==> src/rtl/upsample2x_stream_pkg.sv <==
// Shared definitions for the 2x stream upsampler: FSM state encodings and rounding constants.
// Latency: none (definitions only).
// Backpressure: none (definitions only).
package upsample2x_stream_pkg;

  // Frame sequencing states. Plain 4-bit constants keep older tools happy.
  localparam logic [3:0] ST_IDLE      = 4'd0;
  localparam logic [3:0] ST_LOAD_TOP  = 4'd1;
  localparam logic [3:0] ST_LOAD_BOT  = 4'd2;
  localparam logic [3:0] ST_EMIT_EVEN = 4'd3;
  localparam logic [3:0] ST_EMIT_ODD  = 4'd4;
  localparam logic [3:0] ST_SHIFT     = 4'd5;
  localparam logic [3:0] ST_LAST_EVEN = 4'd6;
  localparam logic [3:0] ST_LAST_ODD  = 4'd7;
  localparam logic [3:0] ST_DONE      = 4'd8;

  // Round-half-up offsets for a two-tap (>>1) and a four-tap (>>2) average.
  localparam int RND_PAIR = 1;
  localparam int RND_QUAD = 2;

  // States in which the block takes input pixels.
  function automatic logic is_load_state(input logic [3:0] st);
    return (st == ST_IDLE) || (st == ST_LOAD_TOP) || (st == ST_LOAD_BOT);
  endfunction

  // States in which the block presents output pixels.
  function automatic logic is_emit_state(input logic [3:0] st);
    return (st == ST_EMIT_EVEN) || (st == ST_EMIT_ODD) ||
           (st == ST_LAST_EVEN) || (st == ST_LAST_ODD);
  endfunction

  // Odd output rows sit between two input rows (vertical tap a=1).
  function automatic logic is_odd_row_state(input logic [3:0] st);
    return (st == ST_EMIT_ODD) || (st == ST_LAST_ODD);
  endfunction

endpackage

==> src/rtl/upsample2x_stream_interp2x.sv <==
// One channel of the 2x interpolator: picks p00, a two-tap or a four-tap rounded average.
// Latency: purely combinational, zero cycles.
// Backpressure: none; the caller holds the taps stable while the beat is stalled.
module upsample_interp2x
  import upsample2x_stream_pkg::*;
#(
  parameter int LENGTH = 12
) (
  input  logic [LENGTH-1:0] p00,
  input  logic [LENGTH-1:0] p01,
  input  logic [LENGTH-1:0] p10,
  input  logic [LENGTH-1:0] p11,
  input  logic              a,
  input  logic              b,
  input  logic              nearest,
  output logic [LENGTH-1:0] q
);

  // Two guard bits cover the worst-case four-tap sum plus rounding offset.
  localparam int SW = LENGTH + 2;

  logic [SW-1:0] sum_h;
  logic [SW-1:0] sum_v;
  logic [SW-1:0] sum_q;

  // Sums for the horizontal, vertical and diagonal phases, each with its rounding offset.
  always_comb begin
    sum_h = SW'(p00) + SW'(p01) + SW'(RND_PAIR);
    sum_v = SW'(p00) + SW'(p10) + SW'(RND_PAIR);
    sum_q = SW'(p00) + SW'(p01) + SW'(p10) + SW'(p11) + SW'(RND_QUAD);
  end

  // Phase select; nearest mode and the (0,0) phase both pass the anchor pixel through.
  always_comb begin
    q = p00;
    if (!nearest) begin
      case ({a, b})
        2'b01:   q = LENGTH'(sum_h >> 1);
        2'b10:   q = LENGTH'(sum_v >> 1);
        2'b11:   q = LENGTH'(sum_q >> 2);
        default: q = p00;
      endcase
    end
  end

endmodule

==> src/rtl/upsample2x_stream.sv <==
// 2x image upsampler on a valid/ready pixel stream, bilinear or nearest, two line buffers.
// Latency: first output beat one cycle after the second input row completes.
// Backpressure: input stalls while emitting; output holds beat and column while m_ready=0.
module upsample2x_stream
  import upsample2x_stream_pkg::*;
#(
  parameter int IMG_W  = 4,
  parameter int IMG_H  = 4,
  parameter int LENGTH = 12,
  parameter int FRAC   = 8,
  parameter int CH     = 1
) (
  input  logic                clk,
  input  logic                rst,
  input  logic                mode,
  input  logic                s_valid,
  output logic                s_ready,
  input  logic [CH*LENGTH-1:0] s_data,
  output logic                m_valid,
  input  logic                m_ready,
  output logic [CH*LENGTH-1:0] m_data,
  output logic                m_eol,
  output logic                m_last,
  output logic                done,
  output logic                busy
);

  localparam int DW = CH * LENGTH;
  // Column counter spans output columns 0..2*IMG_W-1; input columns reuse its low bits.
  localparam int CW = $clog2(2 * IMG_W);
  localparam int XW = CW - 1;
  // Row-pair counter only needs to reach IMG_H-2.
  localparam int RW = (IMG_H > 2) ? $clog2(IMG_H - 1) : 1;

  logic [3:0]    state;
  logic [CW-1:0] col;
  logic [RW-1:0] row;
  logic          mode_q;

  logic [DW-1:0] top_buf [IMG_W];
  logic [DW-1:0] bot_buf [IMG_W];

  logic          s_fire;
  logic          m_fire;
  logic          in_last_col;
  logic          out_last_col;
  logic          row_last;
  logic          odd_row;
  logic          copy_down;
  logic [XW-1:0] wr_idx;
  logic [XW-1:0] tap_c;
  logic [XW-1:0] tap_cn;
  logic [DW-1:0] t0;
  logic [DW-1:0] t1;
  logic [DW-1:0] b0;
  logic [DW-1:0] b1;

  // Handshake outputs are forced low while reset is held, independent of state.
  always_comb begin
    s_ready = !rst && is_load_state(state);
    m_valid = !rst && is_emit_state(state);
    m_eol   = m_valid && out_last_col;
    m_last  = m_valid && (state == ST_LAST_ODD) && out_last_col;
    done    = !rst && (state == ST_DONE);
    busy    = !rst && (state != ST_IDLE);
  end

  // Transfer strobes and column/row position decodes.
  always_comb begin
    s_fire       = s_valid && s_ready;
    m_fire       = m_valid && m_ready;
    in_last_col  = (col == CW'(IMG_W - 1));
    out_last_col = (col == CW'(2 * IMG_W - 1));
    row_last     = (row == RW'(IMG_H - 2));
    odd_row      = is_odd_row_state(state);
    wr_idx       = col[XW-1:0];
    // Bottom row moves up between row pairs, and also once more for the final
    // pair where the missing row r+1 clamps onto the last input row.
    copy_down    = (state == ST_SHIFT) ||
                   ((state == ST_EMIT_ODD) && m_fire && out_last_col && row_last);
  end

  // Frame sequencer: loads two rows, emits their four output rows, slides down a row.
  always_ff @(posedge clk) begin
    if (rst) begin
      state  <= ST_IDLE;
      col    <= '0;
      row    <= '0;
      mode_q <= 1'b0;
    end else begin
      case (state)
        ST_IDLE: begin
          if (s_fire) begin
            mode_q <= mode;
            col    <= CW'(1);
            state  <= ST_LOAD_TOP;
          end
        end
        ST_LOAD_TOP: begin
          if (s_fire) begin
            if (in_last_col) begin
              col   <= '0;
              state <= ST_LOAD_BOT;
            end else begin
              col <= col + CW'(1);
            end
          end
        end
        ST_LOAD_BOT: begin
          if (s_fire) begin
            if (in_last_col) begin
              col   <= '0;
              state <= ST_EMIT_EVEN;
            end else begin
              col <= col + CW'(1);
            end
          end
        end
        ST_EMIT_EVEN, ST_LAST_EVEN: begin
          if (m_fire) begin
            if (out_last_col) begin
              col   <= '0;
              state <= (state == ST_EMIT_EVEN) ? ST_EMIT_ODD : ST_LAST_ODD;
            end else begin
              col <= col + CW'(1);
            end
          end
        end
        ST_EMIT_ODD: begin
          if (m_fire) begin
            if (out_last_col) begin
              col   <= '0;
              state <= row_last ? ST_LAST_EVEN : ST_SHIFT;
            end else begin
              col <= col + CW'(1);
            end
          end
        end
        ST_SHIFT: begin
          row   <= row + RW'(1);
          state <= ST_LOAD_BOT;
        end
        ST_LAST_ODD: begin
          if (m_fire) begin
            if (out_last_col) begin
              col   <= '0;
              state <= ST_DONE;
            end else begin
              col <= col + CW'(1);
            end
          end
        end
        ST_DONE: begin
          row   <= '0;
          state <= ST_IDLE;
        end
        default: begin
          col   <= '0;
          row   <= '0;
          state <= ST_IDLE;
        end
      endcase
    end
  end

  // Line buffers: capture input pixels and slide BOT into TOP; contents need no reset.
  always_ff @(posedge clk) begin
    if (s_fire && (state != ST_LOAD_BOT)) begin
      top_buf[wr_idx] <= s_data;
    end
    if (s_fire && (state == ST_LOAD_BOT)) begin
      bot_buf[wr_idx] <= s_data;
    end
    if (copy_down) begin
      for (int i = 0; i < IMG_W; i++) begin
        top_buf[i] <= bot_buf[i];
      end
    end
  end

  // Tap fetch: output column 2c+b reads input columns c and c+1, clamped at the right edge.
  always_comb begin
    tap_c  = col[CW-1:1];
    tap_cn = (tap_c == XW'(IMG_W - 1)) ? tap_c : tap_c + XW'(1);
    t0     = top_buf[tap_c];
    t1     = top_buf[tap_cn];
    b0     = bot_buf[tap_c];
    b1     = bot_buf[tap_cn];
  end

  // FRAC only tags the binary point; a point outside the sample word is a bad
  // configuration, so no datapath is built for it.
  if (FRAC <= LENGTH) begin : g_lanes
    for (genvar k = 0; k < CH; k++) begin : g_ch
      upsample_interp2x #(
        .LENGTH (LENGTH)
      ) u_interp (
        .p00     (t0[k*LENGTH +: LENGTH]),
        .p01     (t1[k*LENGTH +: LENGTH]),
        .p10     (b0[k*LENGTH +: LENGTH]),
        .p11     (b1[k*LENGTH +: LENGTH]),
        .a       (odd_row),
        .b       (col[0]),
        .nearest (mode_q),
        .q       (m_data[k*LENGTH +: LENGTH])
      );
    end
  end else begin : g_no_lanes
    assign m_data = '0;
  end

endmodule

==> config.mk <==
export PLATFORM = sky130hd
export DESIGN_NAME = upsample2x_stream
export DESIGN_NICKNAME = d
export VERILOG_FILES = /design/src/rtl/upsample2x_stream_pkg.sv /design/src/rtl/upsample2x_stream_interp2x.sv /design/src/rtl/upsample2x_stream.sv
export SDC_FILE = /design/constraint.sdc
export NUM_CORES = 1
export LEC_CHECK = 0
export ABC_AREA = 1
export CAP_MARGIN = 10
export CORE_ASPECT_RATIO = 0.9
export CORE_MARGIN = 2
export CORE_UTILIZATION = 45
export CTS_CLUSTER_DIAMETER = 60
export DETAILED_ROUTE_END_ITERATION = 8
export GPL_TIMING_DRIVEN = 0
export PLACE_DENSITY = 0.68
export SETUP_SLACK_MARGIN = 0.02
export SLEW_MARGIN = 10
export SYNTH_ARGS = -nofsm -noshare
export SYNTH_HDL_FRONTEND = slang
export SYNTH_SLANG_ARGS = --single-unit
export TNS_END_PERCENT = 10
==> constraint.sdc <==
create_clock -name clk -period 18.3 [get_ports clk]
set_clock_uncertainty 0.15 [all_clocks]
set_input_delay 5.49 -clock clk [delete_from_list [all_inputs] [get_ports clk]]
set_output_delay 5.49 -clock clk [all_outputs]
set_load 0.01 [all_outputs]
==> impl_results.md, run 1 <==
* Area Overhead vs Synth at 12.9%
* Via count at 7313
* Critical Path RT at 12.66 ns
* Total CTS buffers at 9
* Critical path's top delay family: buffers and inverters
* Drt pass-1 iters at 6
* Number of top-level pins at 35
* Ys async rst share at 0%
* Crit path time final at 12.67 ns
* Post_cts resized at 0
* H-tree levels at 3
* Yosys warnings at 0
* Clock Latency Late Sink at 0.36 ns
* CP Cell Sequence: clkdlybuf4s50_1 -> clkbuf_1 -> nor2_1 -> clkdlybuf4s50_1
* Synth top area share at 36.2%
* Top cells by area, synth: edfxtp_1 (36%), nand2_1 (11%), ha_1 (7.1%)
* # nets final at 1146
* CP max stage cell: clkdlybuf4s50_1
* Avg Inst Size Synth at 7.76 um2
* Initial Util at 45.5%
* Clock root buffer: clkbuf_16
* Clk slew on worst S/H paths at 0.07 ns
* Syn Inst Count at 1026
* Synth area leader: edfxtp_1
* Hold buffer count at CTS at 0
* Rel. slew slack at 39.7%
* Flop and latch count out of synthesis at 108
* Outcome: finished clean
* Mapped cell area at 0.00796 mm2
* Vias in the first global route at 6883
* Remaining DRCs at 0
* Routed WL at 23600 um
* Critical path fanouts, max at 10
* Antenna Cells at 0
* Layout cells sized above 1 at 8.72%
* Util after Layout at 51.3%
* Maxcap violations at 0
* Sink Count at 108
* Slew @ Worst Pin at 0.903 ns
* DR iter-0 viols at 860
* Largest net degree at the start of global routing at 19
* CTS tree: done
* Fin. Hold Viols at 0
* RSZ-0062 raised after global routing: false
* Worst stage delay on the critical path at 0.55 ns
* Die Width at 144 um
* Grt total ovfl at 0
* Worst Path Class, Setup: primary input to output pin
* Wire per inst at 17.9 um
* Startpoint Class: primary input
* Register area share after synthesis at 39.2%
* Crit Reg-Reg Endpoint: top_buf[2][9]
* Reg-to-Reg Start: state[3]
* HP Class: register to register
* Final RePlAce weighted congestion at 0.930
* Hold Path Depth at 2
* Initial antenna violation count at 0
* Ys flop type: edfxtp_1
* Maximum buffer depth of the clock tree at 2
* Die height at 130 um
* Number of buffers added on ports at 34
* Max Slew Vio Count at 0
* Max Clock Freq at 0.0789 GHz
* Worst R2R Path Depth at 15
* Gr usage total at 26.1%
* Unique masters post-synth at 44
* Routed Antenna Nets at 0
* Worst endpoint data arrival time at 7.03 ns
* Worst R2R Setup Slack at 14.96 ns
* Vias/cell at 5.55
* Setup TNS at 0 ns
* Finish-stage setup viols at 0
* Core ar. at 0.0175 mm2
* Worst Hold End: row[1]
* Final period util at 69.2%
* FP Rows at 46
* Syn Nets at 1099
* Post-synth EDFFs at 96
* Total setup buffers inserted after CTS at 0
* Hold wc startpoint: row[1]
* Hpwl dp at 17900 um
* Die area at 0.0188 mm2
* CP dominant cell by count: clkdlybuf4s50_1
* Endpoint type of the worst setup path: output pin
* First-pass GRT wire length at 36800 um
* Bufs and invs on worst path at 3
-- layout by cell type, fill, tap and decap left out, types with 31 or more instances in the layout --
cell type        count
a21oi_1             80
inv_1              124
o21ai_0             82
nand2_1            234
clkdlybuf4s50_1     34
edfxtp_1            96
o22ai_1             31
nor2_1              97
ha_1                45
nand3_1             52
-- cells by family (layout without fill, tap and decap cells) --
group	after synthesis	count (layout)	synth area share, %
compound gates	243	243	17.1
simple gates	452	452	24.9
flops	108	108	39.2
fa+ha+maj	56	56	9.84
xor+xnor	5	5	0.786
buf+inv	162	214	8.08
-- worst max path at each step --
stage                     startpoint  slack [ns]  depth (start not counted)     end
final                            rst        5.63                          4    done
after global routing             rst        5.49                          4    busy
after floorplan                  rst        6.74                          3  m_last
after detailed placement         rst        5.61                          4    done
after CTS                        rst        5.61                          4    done
after global placement           rst        5.63                          4    done
-- layout make-up --
cell class                 count  area [um2]
tap                          240         300
inverter                     131         492
fill                        1706        8510
clock buffer                  11         243
clock inverter                 5        66.3
sequential                   108        3120
buffer                        31         151
timing repair buffer          36         370
multi-input combinational    756        4240
-- metal layers --
metal / track usage, % / wire length (um) / part of all wire [%] / vias up
met5: 0 / 0 / 0 / -
met4: 8.22 / 491 / 2.1 / 0
met3: 5.83 / 2460 / 10 / 46
met2: 41.6 / 10400 / 44 / 355
met1: 35.8 / 10200 / 43 / 3319
li1: - / - / - / 3593
-- metrics by stage --
stage	cell area, um2	instances	hold slack (ns)	setup slack [ns]
detailed placement	8670	1302	0.314	5.61
CTS	8980	1318	0.322	5.61
global route	8980	1318	0.344	5.49
finish	8980	1318	0.317	5.63
floorplan	7960	1026	0.293	6.74
global placement	8600	1300	0.307	5.63
-- state kept, by name, summed over array words and instances (netlist names), named ones only --
register	cells
bot_buf	48
state	4
top_buf	48
row	2
mode_q	1
col	3
-- worst min-delay path: cells and delay by family, from the launching register on --
kind            cells  cell delay, ns
compound gates      1            0.05
flops               1            0.31
simple gates        1            0.06
-- synth_stat cells, drive strengths merged (3+ instances only) --
cell,instances
nand2,253
inv,131
nor2,115
edfxtp,96
o21ai,92
a21oi,83
nand3,58
ha,45
o22ai,31
clkbuf,16
buf,15
dfxtp,12
fa,11
nand4,11
or2,7
a211oi,6
a21o,5
nand3b,5
a31oi,4
a32oi,4
a221oi,3
a311oi,3
o31ai,3
xor2,3
Power of run 1 is left out: the tool's default activity adds up to more than one toggle a clock period on the data nets, which glitch-free logic cannot reach.
==> run 2, diff against run 1 <==
Settings changed: PLACE_DENSITY 0.68 to 0.71.
Clock period 18.3 ns to 11.32 ns, I/O delays scaled along.
==> run 2 against run 1 <==
Final area shrank 0.24%. Non-clock buffer count is 1 higher. Count of clock-buffer cells in the layout decreased by 2. Sequential cell count unchanged. Sequential share of layout area is 0.083 points higher. Setup slack got worse by 4.4 ns. Routed wire length shrank 3.3%. Register-to-register slack got worse by 7.1 ns. Hold slack improved by 0.0018 ns. First-iteration DRC count shrank 17%. Utilization fell by 0.12 points. Global-route usage decreased by 1.2 points. Critical endpoint is now m_data[9].
==> impl_results.md, run 2 (synthesis results as in run 1) <==
* Fin. Hold Viols at 0
* Setup TNS at 0 ns
* Post_cts resized at 0
* Startpoint Class: register
* Crit Reg-Reg Endpoint: top_buf[2][5]
* Clock root buffer: clkbuf_16
* Routed WL at 22800 um
* CP max stage cell: a32oi_1
* Placed insts at 1303
* Post-Layout Cell Count at 1319
* Worst endpoint data arrival time at 6.56 ns
* Initial Util at 45.5%
* Gr usage total at 25.0%
* Max Slew Vio Count at 0
* FP Rows at 46
* Finish-stage setup viols at 0
* Antenna Cells at 0
* Critical path fanouts, max at 10
* CTS tree: done
* Critical Path RT at 7.77 ns
* Most common cell after layout, fill and taps aside: nand2_1
* Slew @ Worst Pin at 0.908 ns
* Hold buffer count at CTS at 0
* Maximum buffer depth of the clock tree at 2
* Wire per inst at 17.3 um
* Die area at 0.0188 mm2
* First-pass GRT wire length at 35500 um
* Routed Antenna Nets at 0
* Vias/cell at 5.52
* Initial antenna violation count at 0
* Rel. slew slack at 39.5%
* Number of buffers added on ports at 34
* Area Overhead vs Synth at 12.6%
* CP dominant cell by count: nand2_1
* Most frequent cells in the layout: nand2_1 (234), inv_1 (124), nor2_1 (99)
* Largest net degree at the start of global routing at 21
* HP Class: register to register
* Number of top-level pins at 35
* Drt pass-1 iters at 5
* Worst R2R Path Depth at 15
* Clk slew on worst S/H paths at 0.08 ns
* RSZ-0062 raised after global routing: false
* Remaining DRCs at 0
* Reg-to-Reg Start: state[3]
* Grt total ovfl at 0
* Sink Count at 108
* Worst R2R Setup Slack at 7.89 ns
* Endpoint type of the worst setup path: output pin
* Biggest regs: bot_buf: 48 flops, top_buf: 48 flops, state: 4 flops
* H-tree levels at 3
* Final period util at 89.3%
* Final hold slack at 0.319 ns
* Util after Layout at 51.2%
* Die height at 130 um
* Via count at 7287
* Max Clock Freq at 0.0989 GHz
* Final RePlAce weighted congestion at 0.999
* Total setup buffers inserted after CTS at 0
* Maxcap violations at 0
* Critical Path End: m_data[9]
* Layout cells sized above 1 at 8.62%
* Total CTS buffers at 9
* DR iter-0 viols at 711
* Core ar. at 0.0175 mm2
* Vias in the first global route at 6904
* Hpwl dp at 17700 um
* # nets final at 1147
* Worst stage delay on the critical path at 0.62 ns
* Crit path time final at 10.11 ns
* Worst Path Class, Setup: register to output pin
* Outcome: finished clean
* Die Width at 144 um
* Clock Latency Late Sink at 0.35 ns
==> run 2: cell count changes in the layout (fill, tap and decap cells not counted) <==
cell | before | now
clkinvlp_4 | 1 | 0
buf_6 | 3 | 6
buf_8 | 2 | 0
inv_8 | 1 | 3
nor2_1 | 97 | 99
clkbuf_8 | 1 | 0
clkinv_4 | 0 | 1
bufinv_16 | 1 | 0
clkinv_1 | 0 | 1
nor2_2 | 14 | 12
clkbuf_1 | 17 | 16
==> run 2: critical path: cells and delay by family (launching register included) <==
family,cells,cell delay [ns]
flip-flops,1,0.31
adder cells (fa/ha/maj),3,1.34
buffers and inverters,10,1.90
AO/OA/AOI/OAI,5,1.23
AND/OR/NAND/NOR,14,1.42
==> run 2: how the worst min path moves through the flow <==
stage | end | slack, ns | from | cells past startpoint
floorplan | row[1] | 0.29 | row[1] | 2
global placement | row[1] | 0.31 | row[1] | 2
detailed placement | row[1] | 0.31 | row[1] | 2
CTS | row[1] | 0.32 | row[1] | 2
global route | row[1] | 0.34 | row[1] | 2
finish | row[1] | 0.32 | row[1] | 2
==> run 2: area by class of cell <==
type	instances	area (um2)
Buffer	31	151
Multi-Input combinational cell	756	4230
Fill cell	1686	8540
Clock inverter	7	63.8
Clock buffer	9	225
Sequential cell	108	3120
Timing Repair Buffer	37	374
Tap cell	240	300
Inverter	131	492
==> run 2: stage by stage <==
| step | cell area (um2) | worst slack [ns] |
|---|---|---|
| final | 8960 | 1.21 |
| after global routing | 8960 | 0.748 |
| after CTS | 8960 | 1.26 |
| after detailed placement | 8670 | 1.65 |
| after global placement | 8600 | 1.75 |
| after floorplan | 7960 | 3.13 |
==> run 2: routing by layer <==
metal | vias to the layer above | share of wire [%] | global-route usage (%)
met5 | - | 0 | 0
met4 | 0 | 2.4 | 8.57
met3 | 44 | 9.6 | 4.66
met2 | 317 | 45 | 40.4
met1 | 3345 | 43 | 34.0
li1 | 3581 | - | -
Power of run 2 is left out for the same reason.
==> run 3, diff against run 2 <==
--- a/config.mk
+++ b/config.mk
@@ -16,4 +16,5 @@
 export PLACE_DENSITY = 0.71
 export SETUP_SLACK_MARGIN = 0.02
+export SKIP_LAST_GASP = 1
 export SLEW_MARGIN = 10
 export SYNTH_ARGS = -nofsm -noshare
--- a/constraint.sdc
+++ b/constraint.sdc
@@ -3,3 +3,3 @@
 set_input_delay 3.396 -clock clk [delete_from_list [all_inputs] [get_ports clk]]
 set_output_delay 3.396 -clock clk [all_outputs]
-set_load 0.01 [all_outputs]
+set_load 0.02 [all_outputs]
==> results of run 3 <==
The final DEF is identical to that of run 2. Status: finished clean.
Main changes from that run: setup slack after placement 1.65 ns -> 1.59 ns; setup slack after layout 1.21 ns -> 1.14 ns
Power of run 3 is left out for the same reason.
